### src/rtl/execute_stage.sv
// MIPS32 EX stage: ID/EX register, ALU, branch/jump targets, HI/LO and a multi-cycle mul/div unit.
// Define EXEC_DIV_EN to build in the DIV/DIVU restoring divider; otherwise md_op 3/4 are no-ops.
module execute_stage #(
    parameter int MUL_CYCLES = 4
) (
    input  logic        clk,
    input  logic        rst,
    input  logic        flush_e,
    input  logic        reg_write_d,
    input  logic        mem_to_reg_d,
    input  logic        mem_write_d,
    input  logic        branch_d,
    input  logic [3:0]  alu_ctrl_d,
    input  logic [2:0]  md_op_d,
    input  logic [3:0]  branch_type_d,
    input  logic [31:0] src_a_d,
    input  logic [31:0] src_b_d,
    input  logic [31:0] rt_data_d,
    input  logic [4:0]  shamt_d,
    input  logic [31:0] imm_d,
    input  logic [31:0] pc_plus4_d,
    input  logic [25:0] instr_index_d,
    input  logic [4:0]  write_reg_d,
    output logic        reg_write_e,
    output logic        mem_to_reg_e,
    output logic        mem_write_e,
    output logic        branch_e,
    output logic [31:0] alu_out_e,
    output logic [31:0] write_data_e,
    output logic [4:0]  write_reg_e,
    output logic        zero_e,
    output logic [31:0] pc_branch_e,
    output logic [31:0] jump_addr_e,
    output logic [3:0]  branch_type_e,
    output logic        stall_e
);

    localparam logic [3:0] ALU_AND  = 4'h0, ALU_OR   = 4'h1, ALU_ADD  = 4'h2, ALU_XOR = 4'h3,
                           ALU_NOR  = 4'h4, ALU_SUB  = 4'h6, ALU_SLT  = 4'h7, ALU_SLTU = 4'h8,
                           ALU_SLL  = 4'h9, ALU_SRL  = 4'hA, ALU_SRA  = 4'hB, ALU_LUI = 4'hC,
                           ALU_MFHI = 4'hD, ALU_MFLO = 4'hE;
    localparam logic [2:0] MD_MULT = 3'd1, MD_MULTU = 3'd2, MD_MTHI = 3'd5, MD_MTLO = 3'd6;
`ifdef EXEC_DIV_EN
    localparam logic [2:0] MD_DIV = 3'd3, MD_DIVU = 3'd4;
`endif
    localparam int CNT_W = (MUL_CYCLES > 32) ? $clog2(MUL_CYCLES) + 1 : 6;

    typedef struct packed {
        logic        reg_write;
        logic        mem_to_reg;
        logic        mem_write;
        logic        branch;
        logic [3:0]  alu_ctrl;
        logic [2:0]  md_op;
        logic [3:0]  branch_type;
        logic [31:0] src_a;
        logic [31:0] src_b;
        logic [31:0] rt_data;
        logic [4:0]  shamt;
        logic [31:0] imm;
        logic [31:0] pc_plus4;
        logic [25:0] instr_index;
        logic [4:0]  write_reg;
    } idex_t;

    localparam idex_t BUBBLE = '0;

`ifdef EXEC_DIV_EN
    typedef enum logic [1:0] {S_IDLE, S_MUL, S_DIV} state_t;
`else
    typedef enum logic [0:0] {S_IDLE, S_MUL} state_t;
`endif

    idex_t             idex, idex_d;
    state_t            state, state_next;
    logic [CNT_W-1:0]  cnt;
    logic              busy, mul_done, md_dep, hilo_dep, issue_mul;
    logic [31:0]       hi, lo, alu_result;
    logic              mul_signed;
    logic [63:0]       mul_a_ext, mul_b_ext, mul_product;
    logic [63:0]       mul_chain [MUL_CYCLES];
`ifdef EXEC_DIV_EN
    logic              div_done, issue_div, div_signed, div_a_neg, div_b_neg, div_q_neg, div_r_neg;
    logic [31:0]       div_a_mag, div_b_mag, div_quo, div_rem, div_dvsr, div_dvnd, div_lo, div_hi;
    logic [32:0]       div_shift, div_diff;
`endif

    assign idex_d = '{reg_write_d, mem_to_reg_d, mem_write_d, branch_d, alu_ctrl_d, md_op_d,
                      branch_type_d, src_a_d, src_b_d, rt_data_d, shamt_d, imm_d, pc_plus4_d,
                      instr_index_d, write_reg_d};

    // NOTE: sequential state uses non-blocking assignments so every register samples pre-edge values.
    always_ff @(posedge clk) begin
        if (rst || flush_e) idex <= BUBBLE;
        else if (!stall_e)  idex <= idex_d;
    end

    // Instructions that read or write HI/LO must wait while the unit is busy.
    always_comb begin
        md_dep = 1'b0;
        case (idex.md_op)
            MD_MULT, MD_MULTU, MD_MTHI, MD_MTLO: md_dep = 1'b1;
`ifdef EXEC_DIV_EN
            MD_DIV, MD_DIVU:                     md_dep = 1'b1;
`endif
            default:                             md_dep = 1'b0;
        endcase
    end

    assign hilo_dep  = md_dep || (idex.alu_ctrl == ALU_MFHI) || (idex.alu_ctrl == ALU_MFLO);
    assign stall_e   = busy && hilo_dep;
    assign issue_mul = !stall_e && ((idex.md_op == MD_MULT) || (idex.md_op == MD_MULTU));
`ifdef EXEC_DIV_EN
    assign issue_div = !stall_e && ((idex.md_op == MD_DIV) || (idex.md_op == MD_DIVU));
`endif

    always_ff @(posedge clk) begin
        if (rst) state <= S_IDLE;
        else     state <= state_next;
    end

    // NOTE: every always_comb output gets a default first so no latch is inferred.
    always_comb begin
        state_next = state;
        case (state)
            S_IDLE: begin
                if (issue_mul) state_next = S_MUL;
`ifdef EXEC_DIV_EN
                else if (issue_div) state_next = S_DIV;
`endif
            end
            S_MUL: if (cnt == '0) state_next = S_IDLE;
`ifdef EXEC_DIV_EN
            S_DIV: if (cnt == '0) state_next = S_IDLE;
`endif
            default: state_next = S_IDLE;
        endcase
    end

    always_comb begin
        busy     = 1'b0;
        mul_done = 1'b0;
`ifdef EXEC_DIV_EN
        div_done = 1'b0;
`endif
        case (state)
            S_MUL: begin
                busy     = 1'b1;
                mul_done = (cnt == '0);
            end
`ifdef EXEC_DIV_EN
            S_DIV: begin
                busy     = 1'b1;
                div_done = (cnt == '0);
            end
`endif
            default: ;
        endcase
    end

    // Counter holds remaining busy cycles minus one; HI/LO are written when it reaches zero.
    always_ff @(posedge clk) begin
        if (rst)            cnt <= '0;
        else if (issue_mul) cnt <= CNT_W'(MUL_CYCLES - 1);
`ifdef EXEC_DIV_EN
        else if (issue_div) cnt <= CNT_W'(32);
`endif
        else if (busy && cnt != '0) cnt <= cnt - 1'b1;
    end

    assign mul_signed  = (idex.md_op == MD_MULT);
    assign mul_a_ext   = {{32{mul_signed & idex.src_a[31]}}, idex.src_a};
    assign mul_b_ext   = {{32{mul_signed & idex.src_b[31]}}, idex.src_b};
    assign mul_product = mul_a_ext * mul_b_ext;

    // NOTE: the product chain is pure datapath and is left unreset; the FSM decides when it is valid.
    always_ff @(posedge clk) begin
        if (issue_mul) mul_chain[0] <= mul_product;
        for (int i = 1; i < MUL_CYCLES; i++) mul_chain[i] <= mul_chain[i-1];
    end

`ifdef EXEC_DIV_EN
    assign div_signed = (idex.md_op == MD_DIV);
    assign div_a_neg  = div_signed & idex.src_a[31];
    assign div_b_neg  = div_signed & idex.src_b[31];
    assign div_a_mag  = div_a_neg ? 32'd0 - idex.src_a : idex.src_a;
    assign div_b_mag  = div_b_neg ? 32'd0 - idex.src_b : idex.src_b;
    assign div_shift  = {div_rem, div_quo[31]};
    assign div_diff   = div_shift - {1'b0, div_dvsr};

    // Restoring division on magnitudes: quotient bits shift in where the dividend shifts out.
    always_ff @(posedge clk) begin
        if (issue_div) begin
            div_quo   <= div_a_mag;
            div_rem   <= '0;
            div_dvsr  <= div_b_mag;
            div_dvnd  <= idex.src_a;
            div_q_neg <= div_a_neg ^ div_b_neg;
            div_r_neg <= div_a_neg;
        end else if (state == S_DIV && cnt != '0) begin
            if (!div_diff[32]) begin
                div_rem <= div_diff[31:0];
                div_quo <= {div_quo[30:0], 1'b1};
            end else begin
                div_rem <= div_shift[31:0];
                div_quo <= {div_quo[30:0], 1'b0};
            end
        end
    end

    always_comb begin
        if (div_dvsr == '0) begin
            div_lo = '1;
            div_hi = div_dvnd;
        end else begin
            div_lo = div_q_neg ? 32'd0 - div_quo : div_quo;
            div_hi = div_r_neg ? 32'd0 - div_rem : div_rem;
        end
    end
`endif

    always_ff @(posedge clk) begin
        if (rst) begin
            hi <= '0;
            lo <= '0;
        end else if (mul_done) begin
            {hi, lo} <= mul_chain[MUL_CYCLES-1];
`ifdef EXEC_DIV_EN
        end else if (div_done) begin
            hi <= div_hi;
            lo <= div_lo;
`endif
        end else if (!stall_e && idex.md_op == MD_MTHI) begin
            hi <= idex.src_a;
        end else if (!stall_e && idex.md_op == MD_MTLO) begin
            lo <= idex.src_a;
        end
    end

    always_comb begin
        alu_result = '0;
        case (idex.alu_ctrl)
            ALU_AND:  alu_result = idex.src_a & idex.src_b;
            ALU_OR:   alu_result = idex.src_a | idex.src_b;
            ALU_ADD:  alu_result = idex.src_a + idex.src_b;
            ALU_XOR:  alu_result = idex.src_a ^ idex.src_b;
            ALU_NOR:  alu_result = ~(idex.src_a | idex.src_b);
            ALU_SUB:  alu_result = idex.src_a - idex.src_b;
            ALU_SLT:  alu_result = {31'd0, $signed(idex.src_a) < $signed(idex.src_b)};
            ALU_SLTU: alu_result = {31'd0, idex.src_a < idex.src_b};
            ALU_SLL:  alu_result = idex.src_b << idex.shamt;
            ALU_SRL:  alu_result = idex.src_b >> idex.shamt;
            ALU_SRA:  alu_result = $signed(idex.src_b) >>> idex.shamt;
            ALU_LUI:  alu_result = {idex.src_b[15:0], 16'h0000};
            ALU_MFHI: alu_result = hi;
            ALU_MFLO: alu_result = lo;
            default:  alu_result = '0;
        endcase
    end

    // A stalled instruction is sent to MEM as a bubble; it stays in ID/EX.
    assign reg_write_e   = idex.reg_write  & ~stall_e;
    assign mem_to_reg_e  = idex.mem_to_reg & ~stall_e;
    assign mem_write_e   = idex.mem_write  & ~stall_e;
    assign branch_e      = idex.branch     & ~stall_e;
    assign alu_out_e     = alu_result;
    assign zero_e        = (alu_result == '0);
    assign write_data_e  = idex.rt_data;
    assign write_reg_e   = idex.write_reg;
    assign pc_branch_e   = idex.pc_plus4 + (idex.imm << 2);
    assign jump_addr_e   = {idex.pc_plus4[31:28], idex.instr_index, 2'b00};
    assign branch_type_e = idex.branch_type;

endmodule
### config.mk
export PLATFORM = sky130hd
export DESIGN_NAME = execute_stage
export DESIGN_NICKNAME = d
export VERILOG_FILES = /design/src/rtl/execute_stage.sv
export SDC_FILE = /design/constraint.sdc
export NUM_CORES = 2
export LEC_CHECK = 0
export CORE_AREA = 10 10 445 447
export CTS_CLUSTER_SIZE = 24
export DETAILED_ROUTE_END_ITERATION = 12
export DIE_AREA = 0 0 455 457
export HOLD_SLACK_MARGIN = 0.15
export PLACE_DENSITY_LB_ADDON = 0.2
export SYNTH_ARGS = -nofsm -noshare
export SYNTH_HDL_FRONTEND = slang
export SYNTH_SLANG_ARGS = --single-unit
### constraint.sdc
create_clock -name clk -period 8.22 [get_ports clk]
set_input_delay 1.644 -clock clk [delete_from_list [all_inputs] [get_ports clk]]
set_output_delay 1.644 -clock clk [all_outputs]
set_load 0.01 [all_outputs]
==> summary.md <==
| Metric | Value |
|---|---|
| Outcome | `finished, violations left` |
| Violated checks | `setup timing` |
| Share of layout cells above drive strength 1 | `14.4%` |
| CP max stage delay | `620 ps` |
| Num CTS Buffers | `69` |
| CP Capture Type | `flip-flop` |
| PortBufs | `352` |
| Min-Delay Path Class | `reg2reg` |
| Die Y | `457 um` |
| Final period util | `102%` |
| Worst skew pair latency | `740 ps` |
| Slew headroom | `26.9%` |
| Warning count from the yosys run | `0` |
| I/O pin count | `357` |
| Post-synth EDFFs | `64` |
| Post-synth ARST share | `0%` |
| Final Net Count | `9788` |
| Area of the mapped netlist | `65700 um2` |
| Clk root buf | `clkbuf_16` |
| Count of final setup violators | `5` |
| Mean Syn Cell Area | `8.74 um2` |
| Commonest non-fill, non-tap cell in the layout | `nand2_1` |
| Final hold slack | `309 ps` |
| Crit path required time | `8690 ps` |
| Number of core rows | `160` |
| Peak Freq | `120 MHz` |
| Vias/cell | `5.27` |
| Vias in the first global route | `58300` |
| Dominant synthesized flop cell | `dfxtp_1` |
| Clock sinks | `536` |
| GRT overflow | `0` |
| Layout Skew | `46.8 ps` |
| CTS tree | `yes` |
| WS Path Type | `reg2reg` |
| First-pass GRT wire length | `407 mm` |
| Initial DRC Count | `5236` |
| H-tree depth | `3` |
| Final Max Tran Viols | `0` |
| Die Width | `455 um` |
| Final wirelength | `276 mm` |
| Worst vdd ir | `0.158 mV` |
| Startpoint Class | `flip-flop` |
| CP Max Fanout | `5` |
| Syn-to-layout area delta | `21.3%` |
| Gr usage total | `26.4%` |
| DRC | `0` |
| Starting density of the core | `34.7%` |
| Clock Tree Buf Depth | `3` |
| Core area | `189000 um2` |
| Hpwl dp | `227 mm` |
| RePlAce Congestion | `0.994` |
| Most frequent CP cell | `fa_1` |
| DR WL/cell | `25.8 um` |
| Die Footprint | `208000 um2` |
| Final Hold Fails | `0` |
| Clk slew on worst S/H paths | `70 ps` |
| Placed insts | `10500` |
| Worst slew pin tran | `1090 ps` |
| Via Count | `56200` |
| Initial antenna violation count | `16` |
| Final worst path period need | `8360 ps` |
| Worst path arrival time | `8830 ps` |
| Crit-path slowest cell | `fa_1` |
| Yosys reg bits | `536` |
| Total Power | `9.24 mW` |
| LEAKAGE | `34.3 nW` |
| Synth Instances | `7512` |
| Most frequent cells in the layout | `nand2_1, inv_1, fa_1` |
| Routed Antenna Nets | `0` |
| Setup WS post-layout | `-137 ps` |
| DR pass1 iterations | `7` |
| Largest net degree at the start of global routing | `108` |
| Distinct cells, synth | `102` |
| Post-synthesis sequential area ratio | `17.3%` |
| Max-cap check violation count | `0` |
| Pwr Density | `116 nW/um2` |
| RSZ-0062 raised after global routing | `true` |
| Finished Layout Cells | `10700` |
worst max-delay path: cells and delay by family, from the launching register on:
kind                     cells  cell delay (ps)
flip-flops                   1              330
adder cells (fa/ha/maj)     10             4390
buffers and inverters        9             1020
AND/OR/NAND/NOR              4              470
XOR/XNOR                     1               80
AO/OA/AOI/OAI                9             1810
per-layer routing:
metal	vias up	track usage, %	wire [um]
met3	506	4.36	20500
met5	-	0	39
li1	24700	-	-
met2	2279	42.0	126000
met1	28700	34.7	112000
met4	6	13.1	17000
state kept, by name, indices dropped and copies added (netlist names):
signal / count
lo: 32
branch_type_e: 4
state: 1
write_reg_e: 5
jump_addr_e: 30
cnt: 6
mul_chain: 256
write_data_e: 32
idex: 138
hi: 32
final timing paths:
check | startpoint | endpoint | slack (ps) | cells after the start
min reg2reg | mul_chain[1][25] | mul_chain[2][25] | 310 | 0
max | idex[201] | mul_chain[0][62] | -140 | 33
min | mul_chain[1][25] | mul_chain[2][25] | 310 | 0
max reg2reg | idex[201] | mul_chain[0][62] | -140 | 33
kinds of logic (layout without fill, tap and decap cells):
kind of cell / Yosys count / count (layout) / share of synthesized area [%]
compound gates: 1094 / 1094 / 10.7
xor+xnor: 114 / 114 / 1.52
fa+ha+maj: 1468 / 1468 / 40.9
buf+inv: 1840 / 2487 / 11.2
flops: 536 / 536 / 17.3
mux: 152 / 152 / 3.76
other cells: 1 / 9 / 0.00571
simple gates: 2307 / 2307 / 14.6
area by class of cell:
cell class | instances | area, um2
Clock inverter | 37 | 574
Timing Repair Buffer | 1088 | 10000
Inverter | 1274 | 4810
Multi-Input combinational cell | 5137 | 47700
Antenna cell | 7 | 17.5
Clock buffer | 88 | 1940
Fill cell | 18900 | 110000
Sequential cell | 536 | 11500
Tap cell | 2511 | 3140
where the power goes:
group | switching [mW] | internal, mW
logic | 1.63 | 1.16
clock network | 1.39 | 2.00
registers | 0.202 | 2.87
Yosys cell counts (53+ instances only):
| cell type | n | area (um2) |
|---|---|---|
| a211oi_1 | 93 | 698 |
| a21o_1 | 57 | 428 |
| a21oi_1 | 447 | 2240 |
| buf_4 | 82 | 616 |
| clkbuf_1 | 412 | 1550 |
| dfxtp_1 | 472 | 9450 |
| edfxtp_1 | 64 | 1920 |
| fa_1 | 1128 | 22600 |
| ha_1 | 340 | 4250 |
| inv_1 | 1264 | 4740 |
| mux2i_1 | 53 | 531 |
| mux4_2 | 70 | 1580 |
| nand2_1 | 1298 | 4870 |
| nand3_1 | 69 | 345 |
| nor2_1 | 639 | 2400 |
| nor3_1 | 56 | 280 |
| o21ai_0 | 120 | 601 |
| xnor2_1 | 85 | 744 |
through the flow:
stage          TNS (ps)  utilization [%]  setup WS (ps)  cell area [um2]
5_1_grt           -2760             42.1           -435            79600
3_5_place_dp      -8260             40.2           -920            76000
6_report           -409             42.1           -137            79700
4_1_cts           -1000             41.8           -267            79000
3_3_place_gp      -8370             40.2           -981            76000
2_1_floorplan     -21.5                -          -21.5            65700
what timing repair did:
action                                  4_1_cts  5_1_grt
setup buffers                                15       24
hold buffers                                  0        0
hold endpoints to repair                      0        0
pin swaps                                    63       80
gates resized for setup                     108      118
cloned                                        2        0
endpoints found under the setup margin       23       22
No activity file was read; power rests on OpenSTA's default activity.
